===== src/rtl/freq_avg_bcd_if.sv =====
// Bus between the frequency averager and its memory / readout neighbours.
// The master side issues start and returns memory read data; the slave side
// (the averager) drives the read address and publishes the results.
interface freq_avg_bcd_if #(
  parameter int DATA_WIDTH = 26,
  parameter int ADDR_WIDTH = 2,
  parameter int DIGITS     = 8
);
  logic                    start;
  logic [DATA_WIDTH-1:0]   data_r;
  logic [ADDR_WIDTH-1:0]   addr_r;
  logic                    busy;
  logic                    done;
  logic [DATA_WIDTH-1:0]   avg_freq;
  logic [4*DIGITS-1:0]     bcd;

  modport master (
    output start, data_r,
    input  addr_r, busy, done, avg_freq, bcd
  );

  modport slave (
    input  start, data_r,
    output addr_r, busy, done, avg_freq, bcd
  );
endinterface


===== src/rtl/freq_avg_bcd.sv =====
// Frequency averager: reads every entry of the frequency register file, sums
// them, divides by the entry count with a shift, then converts the mean to
// packed BCD using one double-dabble iteration per clock.
module freq_avg_bcd #(
  parameter int DATA_WIDTH = 26,
  parameter int ADDR_WIDTH = 2,
  parameter int DIGITS     = 8
) (
  input  logic               clk,
  input  logic               reset,
  freq_avg_bcd_if.slave      bus
);

  localparam int ENTRIES = 2 ** ADDR_WIDTH;
  localparam int SUM_W   = DATA_WIDTH + ADDR_WIDTH;
  localparam int BCD_W   = 4 * DIGITS;
  localparam int SR_W    = BCD_W + DATA_WIDTH;
  localparam int CNT_W   = $clog2(DATA_WIDTH + 1);

  typedef enum logic [2:0] {
    S_IDLE,
    S_WAIT,
    S_ACC,
    S_AVG,
    S_CONV,
    S_DONE
  } state_t;

  state_t                state_q, state_d;
  logic [ADDR_WIDTH-1:0] addr_q, addr_d;
  logic [SUM_W-1:0]      sum_q, sum_d;
  logic [DATA_WIDTH-1:0] avg_q, avg_d;
  logic [SR_W-1:0]       sr_q, sr_d;
  logic [CNT_W-1:0]      cnt_q, cnt_d;
  logic [DATA_WIDTH-1:0] avg_freq_q, avg_freq_d;
  logic [BCD_W-1:0]      bcd_q, bcd_d;
  logic [SR_W-1:0]       sr_adj;
  logic [SR_W-1:0]       sr_shift;

  // State and datapath registers; reset abandons any pass in flight.
  always_ff @(posedge clk) begin
    if (reset) begin
      state_q    <= S_IDLE;
      addr_q     <= '0;
      sum_q      <= '0;
      avg_q      <= '0;
      sr_q       <= '0;
      cnt_q      <= '0;
      avg_freq_q <= '0;
      bcd_q      <= '0;
    end else begin
      state_q    <= state_d;
      addr_q     <= addr_d;
      sum_q      <= sum_d;
      avg_q      <= avg_d;
      sr_q       <= sr_d;
      cnt_q      <= cnt_d;
      avg_freq_q <= avg_freq_d;
      bcd_q      <= bcd_d;
    end
  end

  // Sequencing: two cycles per entry (settle, accumulate), average, convert, publish.
  always_comb begin
    state_d    = state_q;
    addr_d     = addr_q;
    sum_d      = sum_q;
    avg_d      = avg_q;
    sr_d       = sr_q;
    cnt_d      = cnt_q;
    avg_freq_d = avg_freq_q;
    bcd_d      = bcd_q;

    sr_adj = sr_q;
    for (int i = 0; i < DIGITS; i++) begin
      if (sr_adj[DATA_WIDTH + 4*i +: 4] >= 4'd5) begin
        sr_adj[DATA_WIDTH + 4*i +: 4] = sr_adj[DATA_WIDTH + 4*i +: 4] + 4'd3;
      end
    end
    sr_shift = {sr_adj[SR_W-2:0], 1'b0};

    case (state_q)
      S_IDLE: begin
        addr_d = '0;
        if (bus.start) begin
          sum_d   = '0;
          state_d = S_WAIT;
        end
      end
      S_WAIT: begin
        state_d = S_ACC;
      end
      S_ACC: begin
        sum_d = sum_q + SUM_W'(bus.data_r);
        if (addr_q == ADDR_WIDTH'(ENTRIES - 1)) begin
          state_d = S_AVG;
        end else begin
          addr_d  = addr_q + 1'b1;
          state_d = S_WAIT;
        end
      end
      S_AVG: begin
        avg_d   = sum_q[SUM_W-1:ADDR_WIDTH];
        sr_d    = {{BCD_W{1'b0}}, sum_q[SUM_W-1:ADDR_WIDTH]};
        cnt_d   = '0;
        addr_d  = '0;
        state_d = S_CONV;
      end
      S_CONV: begin
        sr_d  = sr_shift;
        cnt_d = cnt_q + 1'b1;
        if (cnt_q == CNT_W'(DATA_WIDTH - 1)) begin
          avg_freq_d = avg_q;
          bcd_d      = sr_shift[SR_W-1 -: BCD_W];
          state_d    = S_DONE;
        end
      end
      S_DONE: begin
        state_d = S_IDLE;
      end
      default: begin
        state_d = S_IDLE;
      end
    endcase
  end

  assign bus.addr_r   = addr_q;
  assign bus.busy     = (state_q != S_IDLE) && (state_q != S_DONE);
  assign bus.done     = (state_q == S_DONE);
  assign bus.avg_freq = avg_freq_q;
  assign bus.bcd      = bcd_q;

endmodule


===== src/flat_wrapper.sv =====
// flat-port wrapper written by rule: the top's interface ports become plain ports
module freq_avg_bcd_flat 
#(
  parameter int DATA_WIDTH = 26,
  parameter int ADDR_WIDTH = 2,
  parameter int DIGITS     = 8
)
  (clk, reset, bus_start, bus_data_r, bus_addr_r, bus_busy, bus_done, bus_avg_freq, bus_bcd);
  freq_avg_bcd_if #(.DATA_WIDTH(DATA_WIDTH), .ADDR_WIDTH(ADDR_WIDTH), .DIGITS(DIGITS)) bus_i ();
  input  logic clk;
  input  logic reset;
  input wire logic [$bits(bus_i.start)-1:0] bus_start;
  input wire logic [$bits(bus_i.data_r)-1:0] bus_data_r;
  output wire logic [$bits(bus_i.addr_r)-1:0] bus_addr_r;
  output wire logic [$bits(bus_i.busy)-1:0] bus_busy;
  output wire logic [$bits(bus_i.done)-1:0] bus_done;
  output wire logic [$bits(bus_i.avg_freq)-1:0] bus_avg_freq;
  output wire logic [$bits(bus_i.bcd)-1:0] bus_bcd;
  assign bus_i.start = bus_start;
  assign bus_i.data_r = bus_data_r;
  assign bus_addr_r = bus_i.addr_r;
  assign bus_busy = bus_i.busy;
  assign bus_done = bus_i.done;
  assign bus_avg_freq = bus_i.avg_freq;
  assign bus_bcd = bus_i.bcd;
  freq_avg_bcd #(.DATA_WIDTH(DATA_WIDTH), .ADDR_WIDTH(ADDR_WIDTH), .DIGITS(DIGITS)) u_core (.clk(clk), .reset(reset), .bus(bus_i));
endmodule

===== config.mk =====
export PLATFORM = sky130hd
export DESIGN_NAME = freq_avg_bcd_flat
export DESIGN_NICKNAME = d
export VERILOG_FILES = /design/src/rtl/freq_avg_bcd_if.sv /design/src/rtl/freq_avg_bcd.sv /design/src/flat_wrapper.sv
export SDC_FILE = /design/constraint.sdc
export NUM_CORES = 1
export LEC_CHECK = 0
export ABC_CLOCK_PERIOD_IN_PS = 3300
export CAP_MARGIN = 20
export CORE_MARGIN = 2
export CORE_UTILIZATION = 55
export CTS_BUF_LIST = sky130_fd_sc_hd__clkbuf_2
export DETAILED_ROUTE_END_ITERATION = 6
export HOLD_SLACK_MARGIN = 0.03
export PLACE_DENSITY = 0.87
export SETUP_SLACK_MARGIN = 0.02
export SLEW_MARGIN = 40
export SYNTH_ARGS = -nofsm -noshare
export SYNTH_HDL_FRONTEND = slang
export SYNTH_SLANG_ARGS = --single-unit

===== constraint.sdc =====
create_clock -name clk -period 3.3 [get_ports clk]
set_input_delay 0.66 -clock clk [delete_from_list [all_inputs] [get_ports clk]]
set_output_delay 0.66 -clock clk [all_outputs]
set_load 0.05 [all_outputs]

# Yosys cells after proc, flatten, opt, wreduce, memory -nomap -nowiden
# Cells that the tools add are included.
totals:
  input_bits: 29
  word_cells: 67
  register_bits: 180
  output_inout_bits: 62
classes:
  magnitude_cmp: 8
  eq_ne: 11
  mux: 18
  addsub: 11
  reduce_logical: 11
op_table:
  columns: ["op", "n"]
  rows:
  - ["one-hot mux 58 bit (2 select lines)", 1]
  - ["one-hot mux 28 bit (2 select lines)", 1]
  - ["greater-or-equal comparator 4 x 3 -> 1 bit, second input constant", 8]
  - ["adder 28 x 26 -> 28 bit", 1]
  - ["adder 4 x 2 -> 4 bit, second input constant", 7]
  - ["two-way mux 28 bit", 1]
  - ["two-way mux 4 bit", 7]
  - ["one-hot mux 3 bit (5 select lines)", 1]
  - ["one-hot mux 5 bit (2 select lines)", 1]
  - ["two-way mux 3 bit", 3]
  - ["AND reduction 2 bit", 4]
  - ["equality test 3 x 2 -> 1 bit, second input constant", 2]
  - ["equality test 3 bit, second input constant", 2]
  - ["nonzero test 2 bit", 3]
  - ["adder 5 x 1 -> 5 bit, second input constant", 1]
  - ["equality test 5 bit, second input constant", 1]
  - ["two-way mux 2 bit", 2]
  - ["inequality test 2 bit, second input constant", 2]
  - ["one-hot mux 2 bit (2 select lines)", 1]
  - ["adder 3 x 2 -> 3 bit, second input constant", 1]
  - ["equality test 3 x 1 -> 1 bit, second input constant", 1]
  - ["logical NOT 3 bit", 1]
  - ["inequality test 3 bit, second input constant", 1]
  - ["nonzero test 3 bit", 1]
  - ["other kinds (5)", 5]

# Logic depth before layout (Yosys ltp)
depth:
  depth_word: 4
  mapped_depth: 9

# Worst setup path after synthesis
# No wires, ideal clock.
synth_timing:
  path_kind: "input to register"
  from: "input bus_data_r[0]"
  to: "register u_core.sum_q[26]"
  cell_stages: 9
  required_ns: 3.228
  arrival_ns: 2.678
  setup_slack_ns: 0.551
  setup_ns: 0.072
  path_cell_list: "ha_1 -> fa_1 -> a21o_1 -> a221oi_2 -> nor4_2 -> o32ai_2 -> nand2_2 -> o21ai_1 -> mux2i_1"
synth_between:
  elab_chain_cells: 2
synth_rtl:
  columns: ["item", "line", "source"]
  rows:
  - ["start, declared", "flat_wrapper.sv:13", "input wire logic [$bits(bus_i.data_r)-1:0] bus_data_r;"]
  - ["adder 28 x 26 -> 28 bit", "freq_avg_bcd.sv:94", "sum_d = sum_q + SUM_W'(bus.data_r);"]
  - ["one-hot mux 28 bit (2 select lines)", "freq_avg_bcd.sv:82", "case (state_q)"]
  - ["end signal, assigned", "freq_avg_bcd.sv:54", "sum_q <= sum_d;"]
  - ["end, declared", "freq_avg_bcd.sv:31", "logic [SUM_W-1:0] sum_q, sum_d;"]
# No other way between the ends.
# A chain may end at the register's enable or synchronous reset.

# Worst setup path after layout
layout_timing:
  from: "register u_core.state_q[2]"
  to: "output bus_busy"
layout_between:
  elab_chain_cells: 2
  elab_cells_between_ends: 3
  classes_between: "eq/ne (1); reduce/logical (2)"
layout_rtl:
  columns: ["item", "line", "source"]
  rows:
  - ["start, declared", "freq_avg_bcd.sv:29", "state_t state_q, state_d;"]
  - ["start signal, assigned", "freq_avg_bcd.sv:52", "state_q <= state_d;"]
  - ["inequality test 3 bit or nonzero test 3 bit (tied branches)", "freq_avg_bcd.sv:128", "assign bus.busy = (state_q != S_IDLE) && (state_q != S_DONE);"]
  - ["logical AND 1 bit *", "freq_avg_bcd.sv:128", null]
  - ["end, declared", "flat_wrapper.sv:15", "output wire logic [$bits(bus_i.busy)-1:0] bus_busy;"]
# Mark *: on every way between the ends. The rest lies on a longest branch, timed or not.

==> impl_metrics.env <==
export IMPL_crit_slowest_cell="dfxtp_1"
export IMPL_total_power_mw=3.39
export IMPL_power_density_nw_per_um2=349
export IMPL_crit_fanout=15
export IMPL_clkTransAtPathRegs_ps=230
export IMPL_rows=45
export IMPL_cts_sinks=180
export IMPL_clockBufferDepth=2
export IMPL_min_period_over_period=0.926
export IMPL_tightestPinTransition_ps=793
export IMPL_routed_via_density=5.75
export IMPL_num_io_pins=91
export IMPL_cts_root_buf="clkbuf_2"
export IMPL_crit_required_ps=2640
export IMPL_synth_seq_area_share=0.425
export IMPL_antenna_found_initial=1
export IMPL_slew_limit_headroom=0.468
export IMPL_cp_arrival_ps=2390
export IMPL_port_buffers=90
export IMPL_wl_per_cell_um=14.4
export IMPL_start_util=0.560
export IMPL_rsz0062_at_grt="false"
export IMPL_grt_pass1_vias=6936
export IMPL_hold_viol_final=0
export IMPL_finalCriticalPeriod_ps=3050
export IMPL_slew_viol_final=0
export IMPL_grt_pass1_wl_mm=31.9
export IMPL_post_cts_buffers=0
export IMPL_route_detailed_drc=0
export IMPL_routed_wl_mm=19.3
export IMPL_h_tree_depth=4
export IMPL_clk_latency_ps=730
export IMPL_ant_nets=0
export IMPL_core_area_um2=15100
export IMPL_hold_depth=2
export IMPL_fmax_mhz=327
export IMPL_grt_max_degree=61
export IMPL_gp_congestion=0.952
export IMPL_gr_total_overflow=0
export IMPL_status="complete, no violations"
export IMPL_regArea_um2=3600
export IMPL_reg2regPathDepth=10
export IMPL_yosys_most_used_dff="dfxtp_1"
export IMPL_dieArea_um2=16400
export IMPL_fin_nets=1215
export IMPL_die_w_um=128
export IMPL_synth_top_cell_area_share=0.425
export IMPL_grtUsageTotal=0.238
export IMPL_synth_edf_count=0
export IMPL_ys_seq_elements=180
export IMPL_yosys_warnings=0
export IMPL_startpoint_type="register"
export IMPL_crit_path_end_kind="primary output"
export IMPL_synthCells=1077
export IMPL_crit_chain="nor2_1 -> o21ai_0 -> dlygate4sd2_1"
export IMPL_tritoncts="yes"
export IMPL_setup_viol=0
export IMPL_vias=7710
export IMPL_crit_type="reg -> out"
export IMPL_fill_cells=1317
export IMPL_leakagePower_nw=3.49
export IMPL_final_common_cell="nand2_1"
export IMPL_final_layout_size_suffix_gt1_frac=0.0538
export IMPL_layout_common_cells="nand2_1, dfxtp_1, a21oi_1, clkdlybuf4s50_1, nor2_1"
export IMPL_synth_avg_cell_area_um2=7.87
export IMPL_dp_hpwl_mm=13.7
export IMPL_ys_top_cells_by_area="dfxtp_1, nand2_1, a21oi_1"
export IMPL_synth_nets=1152
export IMPL_clock_skew_ps=34.6
export IMPL_cts_hold_buf=0
export IMPL_syn2layout_area_growth_pct=14.3
export IMPL_synth_distinct_cells=52
export IMPL_multiInputGateArea_um2=4580
export IMPL_yosysTopAreaCell="dfxtp_1"
export IMPL_die_y_um=128
export IMPL_tns_ps=0
export IMPL_slowest_delay_ps=610
export IMPL_syn_area_um2=8480
export IMPL_cts_buffers=17
export IMPL_hold_path_class="in -> reg"
export IMPL_async_flop_share=0
export IMPL_irDropWorstVdd_mv=0.179
export IMPL_firstDrtPassIters=5
export IMPL_drv_cap=0
export IMPL_initialDrtViolationCount=664
-- sequential cells by signal (all words and copies together) (netlist names) --
signal	flops
u_core.bus.avg_freq	26
u_core.cnt_q	5
u_core.bus.addr_r	2
u_core.sr_q	58
u_core.state_q	3
u_core.sum_q	28
u_core.bus.bcd	32
u_core.avg_q	26
-- where the power goes --
group	internal [mW]	switching (mW)	total, mW	leakage (nW)
sequential	2.19	0.0147	2.21	1.45
clock	0.191	0.707	0.898	0.112
combinational	0.108	0.173	0.282	1.93
-- final cells by class --
type	instances	share of cell area
clock inverter	11	0.00659
clock buffer	20	0.0103
antenna	1	0.000258
inverter	22	0.00852
timing repair buffer	105	0.106
sequential	180	0.372
multi-input combinational	814	0.472
tap	188	0.0243
-- cell usage after synthesis (20+ instances only) --
cell / count
nand2b_1: 20
clkbuf_1: 55
a22oi_1: 32
o21ai_0: 58
a31oi_1: 30
a21oi_1: 127
nor2_1: 77
ha_1: 45
dfxtp_1: 180
nor3_1: 25
inv_1: 22
nand2_1: 253
-- routing by layer --
metal / global-route usage / share of wire
met5: 0 / 0
met4: 0.0924 / 0.020
met3: 0.0396 / 0.042
met2: 0.403 / 0.48
met1: 0.305 / 0.46
-- what timing repair did --
item,in CTS,in global routing
resized for setup,1,1
pin swaps,0,0
setup endpoints to repair,1,1
-- worst max-delay path: cells and delay by family (launching register included) --
kind                   cells  cell delay [ps]
AND/OR/NAND/NOR            1              150
buffers and inverters      1              580
AO/OA/AOI/OAI              1              350
flip-flops                 1              610
-- final timing paths --
path	slack, ps	start	end
setup / recovery	250	u_core.state_q[2]	bus_busy
hold / removal	390	reset	u_core.sr_q[55]
setup reg to reg	760	u_core.sum_q[0]	u_core.sum_q[26]
hold reg to reg	440	u_core.avg_q[1]	u_core.bus.avg_freq[1]
-- cells by family (layout without fill, tap and decap cells) --
| logic type | after synthesis | count (layout) | synth area share |
|---|---|---|---|
| buffers and inverters | 83 | 158 | 0.0372 |
| multiplexers | 12 | 12 | 0.0142 |
| adder cells (fa/ha/maj) | 46 | 46 | 0.0688 |
| XOR/XNOR | 29 | 29 | 0.0300 |
| AND/OR/NAND/NOR | 431 | 431 | 0.217 |
| other | 0 | 1 | 0 |
| AO/OA/AOI/OAI | 296 | 296 | 0.207 |
| flip-flops | 180 | 180 | 0.425 |
-- per-stage QoR --
step | utilization | hold WS, ps | cell area [um^2] | worst slack [ps] | instances
global placement | 0.628 | 439 | 9520 | 33.1 | 1309
floorplan | - | 432 | 8480 | 551 | 1077
CTS | 0.639 | 329 | 9680 | 122 | 1340
detailed placement | 0.628 | 445 | 9520 | -12.2 | 1309
global route | 0.640 | 346 | 9690 | 90.1 | 1341
finish | 0.640 | 388 | 9690 | 245 | 1341
(Power assumes the default switching activity.)
